$ cat config.mk
export PLATFORM = sky130hd
export DESIGN_NAME = lenet_seq
export DESIGN_NICKNAME = d
export VERILOG_FILES = /design/src/rtl/lenet_seq.sv
export SDC_FILE = /design/constraint.sdc
export NUM_CORES = 1
export LEC_CHECK = 0
export CAP_MARGIN = 20
export CORE_MARGIN = 1.5
export CORE_UTILIZATION = 33
export DETAILED_ROUTE_END_ITERATION = 12
export HOLD_SLACK_MARGIN = 0.1
export PLACE_DENSITY = 0.67
export SLEW_MARGIN = 0
export SYNTH_ARGS = -nofsm -noshare
export SYNTH_HDL_FRONTEND = slang
export SYNTH_SLANG_ARGS = --single-unit
$ cat constraint.sdc
create_clock -name clk -period 1.6 [get_ports clk]
set_input_delay 0.4 -clock clk [delete_from_list [all_inputs] [get_ports clk]]
set_output_delay 0.4 -clock clk [all_outputs]
set_load 0.05 [all_outputs]
$ cat src/rtl/lenet_seq.sv
// Frame sequencer for a three-layer LeNet engine: launches conv, tracks FC1/FC2
// completion, flags protocol errors. Optional per-layer timeout via LENET_SEQ_TIMEOUT_EN.
module lenet_seq #(
    parameter int TIMEOUT_CYCLES  = 65535,
    parameter int FRAME_CNT_WIDTH = 16
) (
    input  logic                       clk,
    input  logic                       rst,
    input  logic                       start,
    input  logic                       abort,
    input  logic                       err_clear,
    input  logic                       conv_done,
    input  logic                       fc1_done,
    input  logic                       fc2_done,
    output logic                       conv_start,
    output logic                       busy,
    output logic                       done,
    output logic                       error,
    output logic [1:0]                 err_code,
    output logic [2:0]                 state,
    output logic [FRAME_CNT_WIDTH-1:0] frame_cnt
);

    typedef enum logic [2:0] {
        IDLE   = 3'd0,
        CONV   = 3'd1,
        FC1    = 3'd2,
        FC2    = 3'd3,
        DONE_S = 3'd4,
        ERR    = 3'd5
    } state_t;

    state_t cur;
    logic   in_layer;
    logic   proto_err;
    logic   layer_done;
    logic   tmo_hit;

    if (TIMEOUT_CYCLES < 2) begin : g_bad_timeout
        $error("lenet_seq: TIMEOUT_CYCLES must be >= 2");
    end

    assign state = cur;

    assign in_layer   = (cur == CONV) || (cur == FC1) || (cur == FC2);
    // A done from an earlier layer may still be high; only a done from a later layer is illegal.
    assign proto_err  = ((cur == CONV) && (fc1_done || fc2_done)) ||
                        ((cur == FC1)  && fc2_done);
    assign layer_done = ((cur == CONV) && conv_done) ||
                        ((cur == FC1)  && fc1_done)  ||
                        ((cur == FC2)  && fc2_done);

`ifdef LENET_SEQ_TIMEOUT_EN
    localparam int CNT_W = (TIMEOUT_CYCLES > 2) ? $clog2(TIMEOUT_CYCLES) : 1;
    localparam logic [CNT_W-1:0] CNT_MAX = CNT_W'(TIMEOUT_CYCLES - 1);

    logic [CNT_W-1:0] tmo_cnt;

    assign tmo_hit = in_layer && (tmo_cnt == CNT_MAX);

    // Counter restarts whenever the FSM leaves its current layer state.
    always_ff @(posedge clk or posedge rst) begin
        if (rst) begin
            tmo_cnt <= '0;
        end else if (in_layer && !(abort || proto_err || layer_done || tmo_hit)) begin
            tmo_cnt <= tmo_cnt + CNT_W'(1);
        end else begin
            tmo_cnt <= '0;
        end
    end
`else
    assign tmo_hit = 1'b0;
`endif

    always_ff @(posedge clk or posedge rst) begin
        if (rst) begin
            cur        <= IDLE;
            conv_start <= 1'b0;
            busy       <= 1'b0;
            done       <= 1'b0;
            error      <= 1'b0;
            err_code   <= 2'd0;
            frame_cnt  <= '0;
        end else begin
            conv_start <= 1'b0;
            done       <= 1'b0;
            case (cur)
                IDLE: begin
                    if (start) begin
                        cur        <= CONV;
                        conv_start <= 1'b1;
                        busy       <= 1'b1;
                    end
                end
                CONV, FC1, FC2: begin
                    // Priority: abort, protocol error, legal done, timeout.
                    if (abort) begin
                        cur  <= IDLE;
                        busy <= 1'b0;
                    end else if (proto_err) begin
                        cur      <= ERR;
                        busy     <= 1'b0;
                        error    <= 1'b1;
                        err_code <= 2'd1;
                    end else if (layer_done) begin
                        case (cur)
                            CONV:    cur <= FC1;
                            FC1:     cur <= FC2;
                            default: begin
                                cur       <= DONE_S;
                                busy      <= 1'b0;
                                done      <= 1'b1;
                                frame_cnt <= frame_cnt + FRAME_CNT_WIDTH'(1);
                            end
                        endcase
                    end else if (tmo_hit) begin
                        cur      <= ERR;
                        busy     <= 1'b0;
                        error    <= 1'b1;
                        err_code <= 2'd2;
                    end
                end
                DONE_S: begin
                    cur <= IDLE;
                end
                ERR: begin
                    if (err_clear) begin
                        cur      <= IDLE;
                        error    <= 1'b0;
                        err_code <= 2'd0;
                    end
                end
                default: begin
                    cur      <= IDLE;
                    busy     <= 1'b0;
                    error    <= 1'b0;
                    err_code <= 2'd0;
                end
            endcase
        end
    end

endmodule

==> metrics.log, run 1 <==
INFO  metric outcome = finished clean
INFO  metric place_hpwl = 1.73 mm
INFO  metric synth.top_cells.by_area = sky130_fd_sc_hd__dfrtp_1 49%, sky130_fd_sc_hd__xnor2_1 9.8%, sky130_fd_sc_hd__nor4_4 3.7%
INFO  metric power_switching = 0.000807 W
INFO  metric seq_power_share = 0.402
INFO  metric antenna_violations_before_repair = 0
INFO  metric number_of_global_route_vias_before_repair = 899
INFO  metric setup.worst_path.end_class = output pin
INFO  metric post_cts_resize_count = 0
INFO  metric insertion_delay = 0.31 ns
INFO  metric tritoncts_num_sinks = 23
INFO  metric post-place-ws = -0.267 ns
INFO  metric ctsHtreeMaxLevel = 1
INFO  metric ys.flop_type = sky130_fd_sc_hd__dfrtp_1
INFO  metric globalRoute.totalOverflow = 0
INFO  metric synth.ff_latch_count = 23
INFO  metric die_area = 3900 sq um
INFO  metric critical_path.max_fanout = 10
INFO  metric synth_seq_area_share = 0.494
INFO  metric tritoncts = done
INFO  metric finalMaxSlewViolations = 0
INFO  metric crit_path_start_kind = flop
INFO  metric antenna_violating_nets_remaining = 0
INFO  metric edff_count_synth = 0
INFO  metric num_vias = 905
INFO  metric fraction_of_post_synthesis_cell_area_in_the_top_cell_type_by_area = 0.494
INFO  metric detail_route.wirelength = 2.30 mm
INFO  metric yosys_warnings = 0
INFO  metric skew = 0.00721 ns
INFO  metric layout-area-overhead-vs-synth = 61.1%
INFO  metric synth.net_count = 115
INFO  metric yosysUniqueCellTypes = 36
INFO  metric gp_congestion = 0.892
INFO  metric leakage = 0.796 nW
INFO  metric drt-initial-drc-count = 24
INFO  metric top_level_ports = 33
INFO  metric worst_ir_drop_vdd = 0.881 mV
INFO  metric die_w = 62.4 um
INFO  metric grtUsageTotal = 0.128
INFO  metric grt_start_max_net_pins = 24
INFO  metric die_boundary_height = 62.4 um
INFO  metric synthCells = 106
INFO  metric tritoncts.num_buffers = 3
INFO  metric nets = 159
INFO  metric synthesis.area_per_instance = 11.0 sq um
INFO  metric power.share.combinational = 0.468
INFO  metric synth.largest_area_cell = sky130_fd_sc_hd__dfrtp_1
INFO  metric drt_pre_antenna_iters = 4
INFO  metric worst_hold_path_type = in -> async
INFO  metric finalSetupViolations = 0
INFO  metric report.final.hold_viol_count = 0
INFO  metric internal_power = 0.00123 W
INFO  metric clkTransAtPathRegs = 0.13 ns
INFO  metric numPortBuffers = 31
INFO  metric floorplan.initialDensity = 0.346
INFO  metric synth_async_sr_flop_share = 1.00
INFO  metric post-synth-top-count-cell = sky130_fd_sc_hd__dfrtp_1
INFO  metric drive_above_1_share = 0.362
INFO  metric worst_r2r_path_depth = 4
INFO  metric netSwitchingFraction = 0.396
INFO  metric wl_per_cell = 11.8 um
INFO  metric fmax = 0.655 GHz
INFO  metric diodes = 0
INFO  metric drt_drc_violations_left = 0
INFO  metric worstPathArrival = 1.13 ns
INFO  metric timing.final.crit_period = 1.53 ns
INFO  metric setup-tns-final = 0 ns
INFO  metric setup_bufs_post_cts = 0
INFO  metric setup.worst_path.class = reg -> out
INFO  metric synth.cells.most_frequent = 23 x sky130_fd_sc_hd__dfrtp_1, 13 x sky130_fd_sc_hd__xnor2_1, 10 x sky130_fd_sc_hd__nand2_1, 7 x sky130_fd_sc_hd__nand3_1, 5 x sky130_fd_sc_hd__nand4_1
INFO  metric placement_rows = 21
INFO  metric final_cell_count_no_fill = 195
INFO  metric setup_slack = 0.0737 ns
INFO  metric cts_root_buffer = sky130_fd_sc_hd__clkbuf_4
INFO  metric power.clock.fraction = 0.130
INFO  metric vias_per_cell = 4.64
INFO  metric netlist_area_pre_place = 1160 sq um
INFO  metric placed_cells = 191
INFO  metric timing.final.crit_share = 0.954
INFO  metric cap_viol_max_count = 0
INFO  metric power_per_cell_area = 1090 nW/um^2
INFO  metric grt_pass1_wl = 4.07 mm
INFO  metric cts-hold-fix-buffers = 0
INFO  metric clock_tree.buffer_depth = 2
INFO  metric floorplan.core_area = 3360 sq um
INFO  metric rsz0062_at_grt = no
INFO  metric critPathRequiredTime = 1.20 ns
==> path summary, 6_finish.rpt <==
path                       slack (ns)                     start                       end
min reg2reg                      0.54  frame_cnt[0]$_DFFE_PP0P_  frame_cnt[0]$_DFFE_PP0P_
min in group clk                 0.54  frame_cnt[0]$_DFFE_PP0P_  frame_cnt[0]$_DFFE_PP0P_
max in group asynchronous        0.94                       rst      state[0]$_DFFE_PP0P_
min                              0.42                       rst      state[2]$_DFFE_PP0P_
max                              0.07      state[0]$_DFFE_PP0P_                  state[0]
max reg2reg                      0.15      state[2]$_DFFE_PP0P_          busy$_DFFE_PP0P_
==> registers in the layout, indices dropped and copies added, names as in the netlist <==
register and flops:
conv_start 1, frame_cnt 16, err_code 1, done 1
busy 1, state 3
==> cell usage in the layout (no fill, tap or decap), types with 2 or more instances in the layout <==
cell / instances
sky130_fd_sc_hd__buf_12: 24
sky130_fd_sc_hd__dfrtp_1: 17
sky130_fd_sc_hd__buf_4: 14
sky130_fd_sc_hd__xnor2_1: 13
sky130_fd_sc_hd__nand2_1: 10
sky130_fd_sc_hd__nand3_1: 7
sky130_fd_sc_hd__dfrtp_2: 6
sky130_fd_sc_hd__clkdlybuf4s50_1: 6
sky130_fd_sc_hd__nand4_1: 5
sky130_fd_sc_hd__a21oi_1: 4
sky130_fd_sc_hd__and3_1: 3
sky130_fd_sc_hd__nor2_1: 3
sky130_fd_sc_hd__inv_1: 3
sky130_fd_sc_hd__clkbuf_4: 3
sky130_fd_sc_hd__nor4_4: 2
sky130_fd_sc_hd__o41ai_1: 2
sky130_fd_sc_hd__nor3_1: 2
sky130_fd_sc_hd__o31ai_1: 2
sky130_fd_sc_hd__xor2_1: 2
==> worst max-delay path, stage by stage, from the launching register on <==
cell and delay, ns:
sky130_fd_sc_hd__dfrtp_2 0.49, sky130_fd_sc_hd__buf_4 0.19, sky130_fd_sc_hd__buf_12 0.14
==> stage by stage <==
step / area (sq um) / total power [W] / hold slack (ns) / utilization
final: 1880 / 0.00204 / 0.421 / 0.558
after floorplan: 1170 / 0.00133 / 0.402 / -
after global routing: 1880 / 0.00216 / 0.441 / 0.558
after CTS: 1870 / 0.00205 / 0.429 / 0.555
after global placement: 1840 / 0.00178 / 0.519 / 0.548
after detailed placement: 1840 / 0.00178 / 0.528 / 0.548
==> cell type report <==
cell class,count,area (sq um)
Tap cell,46,57.6
Multi-Input combinational cell,74,541
Timing Repair Buffer,45,658
Sequential cell,23,583
Clock buffer,4,26.3
Inverter,3,11.3
Fill cell,311,1490
==> routing by layer <==
layer	track usage	share of wire	routed length, um
met2	0.207	0.47	1070
met3	0.0378	0.061	141
met4	0.0500	0.014	33
met1	0.162	0.46	1050
met5	0	0	0
==> power by group through the flow <==
stage          Combinational, W  Clock [W]  Sequential [W]
2_1_floorplan          0.000348          0        0.000982
3_3_place_gp           0.000946          0        0.000831
3_5_place_dp           0.000954          0        0.000831
4_1_cts                0.000959   0.000276        0.000820
5_1_grt                 0.00101   0.000304        0.000840
6_report               0.000953   0.000265        0.000820
==> logic make-up after synthesis <==
group / share of synthesized area
AO/OA/AOI/OAI: 0.0730
XOR/XNOR: 0.113
adder cells (fa/ha/maj): 0.0107
buffers and inverters: 0.0473
flip-flops: 0.494
multiplexers: 0.0183
other: 0.00322
AND/OR/NAND/NOR: 0.241
Power figures use the tool's default switching activity.
==> run 2, diff against run 1 <==
==> constraint.sdc (replaced) <==
create_clock -name clk -period 1.44 [get_ports clk]
set_input_delay 0.36 -clock clk [delete_from_list [all_inputs] [get_ports clk]]
set_output_delay 0.36 -clock clk [all_outputs]
set_load 0.05 [all_outputs]
==> run 2 against run 1 <==
Against the previous run: the run now ends with negative setup slack left; non-clock buffer count grew 13; register-to-register slack lost 0.19 ns; power grew 30%; wire length grew 31%; first-iteration DRC count shrank 25%; combinational power grew 55%; cell count grew 6.7%; sequential cell count is the same; utilization grew 6.3 points; via count grew 13%; sequential power grew 4.8%; final area grew 11%; critical path type is now in -> reg; largest power group unchanged.
==> metrics.log, run 2 (same netlist as run 1, synthesis figures left out) <==
INFO  metric wl_per_cell = 14.5 um (+23%)
INFO  metric rsz0062_at_grt = yes
INFO  metric drt-initial-drc-count = 18 (-25%)
INFO  metric layout.cells.most_common_list = 25 x sky130_fd_sc_hd__buf_12, 18 x sky130_fd_sc_hd__buf_4, 13 x sky130_fd_sc_hd__xnor2_1
INFO  metric globalRouteMet2Util = 0.253 (+0.0457)
INFO  metric clock_tree.buffer_depth = 2 (unchanged)
INFO  metric worstPathArrival = 1.74 ns (+0.61 ns)
INFO  metric placement_rows = 21 (unchanged)
INFO  metric grt_pass1_wl = 4.84 mm (+19%)
INFO  metric floorplan.initialDensity = 0.346 (unchanged)
INFO  metric grt_most_used_layer = met2
INFO  metric netSwitchingFraction = 0.392 (-0.00363)
INFO  metric numPortBuffers = 31 (unchanged)
INFO  metric num_vias = 1024 (+13%)
INFO  metric failed_checks = negative setup slack
INFO  metric power.share.combinational = 0.558 (+0.090)
INFO  metric worst_r2r_startpoint = state[0]$_DFFE_PP0P_
INFO  metric die_area = 3900 sq um (unchanged)
INFO  metric fill_cells = 279 (-10%)
INFO  metric leakage = 0.872 nW (+9.5%)
INFO  metric fmax = 0.664 GHz
INFO  metric cts_root_buffer = sky130_fd_sc_hd__clkbuf_4
INFO  metric die_w = 62.4 um (unchanged)
INFO  metric detail_route.wirelength = 3.01 mm (+31%)
INFO  metric layout.cells.most_common = sky130_fd_sc_hd__buf_12
INFO  metric drt_drc_violations_left = 0 (unchanged)
INFO  metric place_hpwl = 1.93 mm (+12%)
INFO  metric report.final.hold_viol_count = 0 (unchanged)
INFO  metric nets = 172 (+8.2%)
INFO  metric setup_slack = -0.0654 ns (-0.139 ns)
INFO  metric internal_power = 0.00161 W (+31%)
INFO  metric diodes = 0 (unchanged)
INFO  metric ctsHtreeMaxLevel = 1 (unchanged)
INFO  metric crit_path_start_kind = input pin
INFO  metric grt_start_max_net_pins = 24 (unchanged)
INFO  metric power.clock.fraction = 0.118 (-0.012)
INFO  metric gp_congestion = 0.917 (+2.8%)
INFO  metric grtUsageTotal = 0.153 (+0.0249)
INFO  metric final_cell_count_no_fill = 208 (+6.7%)
INFO  metric finalSetupViolations = 3 (+3)
INFO  metric globalRouteMet1Util = 0.192 (+0.0299)
INFO  metric cts-hold-fix-buffers = 0 (unchanged)
INFO  metric seq_power_share = 0.324 (-0.078)
INFO  metric drt_pre_antenna_iters = 4 (unchanged)
INFO  metric outcome = finished, violations left
INFO  metric final_core_util = 0.621 (+0.0629)
INFO  metric setup.worst_path.end_class = flop
INFO  metric vias_per_cell = 4.92 (+6.1%)
INFO  metric worst_setup_path_startpoint = abort
INFO  metric die_boundary_height = 62.4 um (unchanged)
INFO  metric largest_register_ffs = 16 (unchanged)
INFO  metric tritoncts_num_sinks = 23 (unchanged)
INFO  metric fin_hold_ws = 0.362 ns (-0.0589 ns)
INFO  metric setup.worst_path.class = in -> reg
INFO  metric worst_ir_drop_vdd = 1.21 mV (+37%)
INFO  metric power_per_cell_area = 1270 nW/um^2 (+17%)
INFO  metric skew = 0.00360 ns (-0.00361 ns)
INFO  metric antenna_violations_before_repair = 0 (unchanged)
INFO  metric layout.cell_area.non_filler = 2090 sq um (+11%)
INFO  metric use_met3 = 0.0324 (-0.00541)
INFO  metric place_area = 1860 sq um (+0.81%)
INFO  metric seq_area = 591 sq um (+1.3%)
INFO  metric post-place-ws = -0.362 ns (-0.0952 ns)
INFO  metric worst_hold_path_type = in -> async
INFO  metric antenna_violating_nets_remaining = 0 (unchanged)
INFO  metric regMostFlops = frame_cnt
INFO  metric floorplan.core_area = 3360 sq um (unchanged)
INFO  metric number_of_global_route_vias_before_repair = 1036 (+15%)
INFO  metric critPathRequiredTime = 1.68 ns (+0.48 ns)
INFO  metric tritoncts = done
INFO  metric multiInputGateArea = 607 sq um (+12%)
INFO  metric top_level_ports = 33 (unchanged)
INFO  metric placed_cells = 192 (+0.52%)
INFO  metric cap_viol_max_count = 0 (unchanged)
INFO  metric layout-area-overhead-vs-synth = 79.3%
INFO  metric globalRoute.totalOverflow = 0 (unchanged)
INFO  metric finalMaxSlewViolations = 0 (unchanged)
INFO  metric clkTransAtPathRegs = 0.13 ns (about the same)
INFO  metric power_switching = 0.00104 W (+29%)
INFO  metric timing.final.crit_period = 1.51 ns
INFO  metric timing.final.crit_share = 1.05
INFO  metric insertion_delay = 0.32 ns (about the same)
INFO  metric drive_above_1_share = 0.506 (+0.144)
INFO  metric critical_path.max_fanout = 8 (-2)
INFO  metric tritoncts.num_buffers = 3 (unchanged)
[run 2: cell count changes in the layout (fill, tap and decap cells not counted), sizes merged]
cell / change
clkinv: +1
buf: +13
clkbuf: -1
dlymetal6s2s: -1
dlygate4sd2: +1
[run 2: cell type report]
| type | count | area share |
|---|---|---|
| sequential | 23 | 0.283 |
| inverter | 3 | 0.00539 |
| clock buffer | 3 | 0.0108 |
| timing repair buffer | 58 | 0.380 |
| tap | 46 | 0.0276 |
| multi-input combinational | 74 | 0.291 |
| clock inverter | 1 | 0.00240 |
[run 2: final timing paths]
check	to	slack (ns)	cells past startpoint
min reg2reg	frame_cnt[8]$_DFFE_PP0P_	0.52	1
max	state[0]$_DFFE_PP0P_	-0.07	6
min	frame_cnt[9]$_DFFE_PP0P_	0.36	3
min in group clk	frame_cnt[8]$_DFFE_PP0P_	0.52	1
max reg2reg	state[0]$_DFFE_PP0P_	-0.04	5
max in group asynchronous	state[2]$_DFFE_PP0P_	0.83	3
[run 2: repair_timing]
item                       CTS  global route
hold endpoints to repair     0             0
setup endpoints to repair   11            18
buffers inserted             8             4
pin swaps                    0             4
resized for setup            3            17
[run 2: power by group through the flow]
| stage | clock (W) | combinational, W | sequential [W] |
|---|---|---|---|
| finish | 0.000312 | 0.00148 | 0.000859 |
| global route | 0.000347 | 0.00155 | 0.000872 |
| CTS | 0.000315 | 0.00133 | 0.000846 |
| detailed placement | 0 | 0.00114 | 0.000880 |
| global placement | 0 | 0.00113 | 0.000879 |
| floorplan | 0 | 0.000388 | 0.00109 |
[run 2: metrics by stage]
stage	power (W)	setup TNS, ns
floorplan	0.00148	-0.801
global placement	0.00201	-5.23
detailed placement	0.00202	-6.22
CTS	0.00249	-0.0130
global route	0.00277	-0.707
finish	0.00265	-0.0806
[run 2: critical path, cell delays in order]
cell and delay [ns]:
sky130_fd_sc_hd__clkdlybuf4s50_1 0.39, sky130_fd_sc_hd__buf_4 0.18, sky130_fd_sc_hd__or3_1 0.39, sky130_fd_sc_hd__a31oi_2 0.22, sky130_fd_sc_hd__o31ai_1 0.11, sky130_fd_sc_hd__o31ai_1 0.08
[run 2: metal layers]
layer | vias to the layer above | wire [um]
li1 | 482 | -
met1 | 492 | 1270
met2 | 42 | 1480
met3 | 8 | 182
met4 | 0 | 74
met5 | - | 0
